File: config.mk
export PLATFORM = sky130hd
export DESIGN_NAME = mult_arb
export DESIGN_NICKNAME = d
export VERILOG_FILES = /design/src/rtl/mult_arb.sv
export SDC_FILE = /design/constraint.sdc
export NUM_CORES = 1
export LEC_CHECK = 0
export CORE_AREA = 2 2 164 166
export DETAILED_ROUTE_END_ITERATION = 7
export DIE_AREA = 0 0 166 168
export DONT_BUFFER_PORTS = 1
export HOLD_SLACK_MARGIN = 0.15
export SYNTH_ARGS = -nofsm -noshare
export SYNTH_HDL_FRONTEND = slang
export SYNTH_SLANG_ARGS = --single-unit
File: constraint.sdc
create_clock -name CLK -period 2.8 [get_ports CLK]
set_input_delay 0.28 -clock CLK [delete_from_list [all_inputs] [get_ports CLK]]
set_output_delay 0.28 -clock CLK [all_outputs]
set_load 0.01 [all_outputs]
File: src/rtl/mult_arb.sv
// Two-requester round-robin front end for a shared fixed-latency multiplier.
// Optional feature: define MULT_ARB_PERF_EN for saturating per-requester handshake counters.
module mult_arb #(
   parameter int unsigned MULT_LAT = 2
) (
   input  logic        CLK,
   input  logic        rst,
   input  logic        req0_valid,
   output logic        req0_ready,
   input  logic [31:0] req0_a,
   input  logic [31:0] req0_b,
   input  logic        req1_valid,
   output logic        req1_ready,
   input  logic [31:0] req1_a,
   input  logic [31:0] req1_b,
   output logic        rsp0_valid,
   output logic [63:0] rsp0_c,
   output logic        rsp1_valid,
   output logic [63:0] rsp1_c,
   output logic [31:0] mult_a,
   output logic [31:0] mult_b,
   input  logic [63:0] mult_c,
   output logic [15:0] perf_cnt0,
   output logic [15:0] perf_cnt1
);

   typedef enum logic {
      GNT0 = 1'b0,
      GNT1 = 1'b1
   } grant_t;

   grant_t            last_grant;
   logic              hs;
   logic              hs_id;
   logic [MULT_LAT:0] tag_v;
   logic [MULT_LAT:0] tag_id;

   // Under contention the requester that did not win the last handshake goes first.
   always_comb begin
      req0_ready = 1'b0;
      req1_ready = 1'b0;
      if (!rst) begin
         req0_ready = req0_valid & (~req1_valid | (last_grant == GNT1));
         req1_ready = req1_valid & (~req0_valid | (last_grant == GNT0));
      end
   end

   assign hs    = req0_ready | req1_ready;
   assign hs_id = req1_ready;

   always_ff @(posedge CLK or posedge rst) begin
      if (rst) begin
         last_grant <= GNT1;
         mult_a     <= '0;
         mult_b     <= '0;
         tag_v      <= '0;
         tag_id     <= '0;
      end else begin
         tag_v  <= {tag_v[MULT_LAT-1:0], hs};
         tag_id <= {tag_id[MULT_LAT-1:0], hs_id};
         if (hs) begin
            last_grant <= hs_id ? GNT1 : GNT0;
            mult_a     <= hs_id ? req1_a : req0_a;
            mult_b     <= hs_id ? req1_b : req0_b;
         end
      end
   end

   // The oldest tag lines up with the product of the pair it was issued with.
   assign rsp0_valid = tag_v[MULT_LAT] & ~tag_id[MULT_LAT];
   assign rsp1_valid = tag_v[MULT_LAT] &  tag_id[MULT_LAT];
   assign rsp0_c     = rsp0_valid ? mult_c : '0;
   assign rsp1_c     = rsp1_valid ? mult_c : '0;

`ifdef MULT_ARB_PERF_EN
   always_ff @(posedge CLK or posedge rst) begin
      if (rst) begin
         perf_cnt0 <= '0;
         perf_cnt1 <= '0;
      end else begin
         if (req0_ready && (perf_cnt0 != '1)) perf_cnt0 <= perf_cnt0 + 16'd1;
         if (req1_ready && (perf_cnt1 != '1)) perf_cnt1 <= perf_cnt1 + 16'd1;
      end
   end
`else
   assign perf_cnt0 = '0;
   assign perf_cnt1 = '0;
`endif

endmodule

==> impl_results.md <==
- PD cells: 532 mW/mm^2
- Cts repair resizes: 0
- Routed vias: between 4,000 and 5,000
- Design area: 0.00626 sq mm
- Sequential area share after synthesis: between 30% and 40%
- Final period util: 82.2%
- Achievable frequency: about 0.43 GHz
- Vias per cell: 4.73
- Io pins: approximately 420
- Initial DRC count: 320
- Final Hold Vio Count: 0
- Syn Inst Count: 564
- Max_slew headroom: a little under half
- Reg clk slew, reported paths: 0.07 ns
- Worst Tran Pin Value: 0.819 ns
- CTS Hold Bufs: between 100 and 150
- Die footprint: 0.0279 sq mm
- Chip Width: 166 um
- Total GRT Usage: 12.6%
- Final Routed Wirelength: ~19,000 um
- Multi-input logic area: 0.00230 sq mm
- Startpoint Class: flop
- HPWL Detailed: 12,700 um
- First-pass GRT wire length: 26,500 um
- FILL cells: around 2,900
- Lkg Pwr: 2.56 nW
- Final nets: 848
- Post-DRT Antenna Nets: 0
- Number of global-route vias before repair: 4,352
- Die height: about 170 um
- Final Max Slew Viols: 0
- Req. time, crit path: 3.08 ns
- Layout area overhead: 40.2%
- Setup Fix Bufs, Post-CTS: 0
- #FFs+latches synth: 71
- Yosys warnings: 0
- Max IR drop VDD: about 0.27 mV
- GP Congestion: 0.734
- Post-route DRC violation count: 0
- Core ar.: 0.0264 sq mm
- TritonCTS buffer count: 9
- Status: complete, no violations
- Post-DR wirelength/cell: 18.7 um
- Critical path type: reg -> reg
- Netlist cell types: 23
- Synthesized cell area: 0.00447 sq mm
- Root buf cell: clkbuf_16
- Unrepaired setup endpoints after global routing: false
- Longest Clk Path Bufs: 2
- Register area: 0.00178 sq mm
- Initial antenna violation count: 5
- Pin count of the biggest net entering global routing: 130
- Area after DPL: between 0.004 and 0.005 sq mm
- Max Clock Skew: about 0.009 ns
- Initial Util: roughly 17%
- Setup Viol. Count Final: 0
- Critical path arrival: 2.58 ns
- Share of cells above drive strength 1: 5.18%
- Port buffer count: 0
- Worst Hold Class: in -> reg
- Clk sinks: 71
- H-tree levels: 3
- CP endpoint kind: flop
- Setup tns final: 0 ns
- CTS tree: yes
- Max Fanout on Critical Path: 48
- Number of max-cap violations: 0
- Final min period: between 2 and 2.5 ns
- Drt pass-1 iters: 4
- Synthesized area per cell: 7.92 sq um
- Clk_lat worst skew: 0.34 ns
- Grt total ovfl: 0
- Rows: 60
-- cell usage after synthesis (all sizes together) --
cell type / count / area [sq um]
conb: 1 / 3.75
nand2b: 2 / 12.5
a21oi: 1 / 5.00
clkbuf: 36 / 144
and3: 64 / 400
dfrtp: 70 / 1750
nand2: 2 / 10.0
nor2b: 2 / 12.5
o21ai: 65 / 325
dfstp: 1 / 26.3
a31oi: 64 / 400
and2: 66 / 413
nor2: 65 / 244
inv: 2 / 7.51
o21ba: 1 / 10.0
nand3: 64 / 320
buf: 58 / 383
-- area by class of cell --
cell class	count	share of cell area [%]
multi-input cells	428	36.7
well taps	341	6.81
repair buffers	140	23.0
diodes	10	0.399
clock inverters	6	0.799
clock buffers	10	3.81
flip-flops and latches	71	28.4
inverters	2	0.140
-- cell usage in the layout, fill, tap and decap left out, types with 2 or more instances in the layout --
master,n
clkinvlp_4,2
o21ai_1,14
clkbuf_16,9
diode_2,10
and3_1,64
o21ai_0,51
dlygate4sd3_1,130
nor2_1,65
and2_1,65
nand3_1,64
a31oi_1,64
nor2b_4,2
inv_6,3
buf_12,5
buf_4,5
conb_1,32
dfrtp_1,70
-- kinds of logic (layout without fill, tap and decap cells) --
kind of cell	after synthesis	in the layout	synth area share [%]
compound gates	131	131	16.6
buf+inv	96	158	12.0
flops	71	71	39.8
other cells	1	42	0.0839
simple gates	265	265	31.6
-- layer usage --
layer	track usage [%]	part of all wire [%]
met1	15.0	38
met2	20.5	48
met3	3.34	9.5
met4	6.92	4.0
met5	0	0
-- power by group --
group          total, mW  switching (mW)  internal, mW
Clock               1.15           0.518         0.637
Sequential          1.36           0.191          1.17
Combinational      0.822           0.430         0.392
Total               3.33            1.14          2.20
-- critical path, stage by stage, from the launching register on --
cell	delay (ns)
dfstp_2	0.57
and2_2	0.44
buf_12	0.29
o21ai_0	0.11
a31oi_1	0.23
dlygate4sd3_1	0.59
-- per-stage QoR --
step,power (mW),hold WS [ns],worst slack [ns],cells,util (%)
after global placement,1.92,0.241,1.10,852,17.6
after global routing,3.54,0.227,0.363,1008,23.8
after floorplan,1.80,0.331,0.725,595,-
after CTS,3.40,0.195,0.562,998,23.7
after detailed placement,1.93,0.246,1.04,852,17.6
final,3.33,0.219,0.499,1008,23.8
-- flip-flops by register name (all words and copies together) (netlist names) --
register,flops
last_grant,1
mult_a,32
tag_v,3
mult_b,32
tag_id,3
-- final timing paths --
path,from,end,slack [ns],cells after the start
setup / recovery,last_grant,mult_a[26],0.50,5
hold / removal,rst,last_grant,0.22,3
setup reg to reg,last_grant,mult_a[26],0.50,5
hold reg to reg,tag_v[0],tag_v[1],0.34,0
max in group asynchronous,rst,last_grant,1.57,3
min in group asynchronous,rst,mult_b[4],0.44,2
Power figures use the tool's default switching activity.
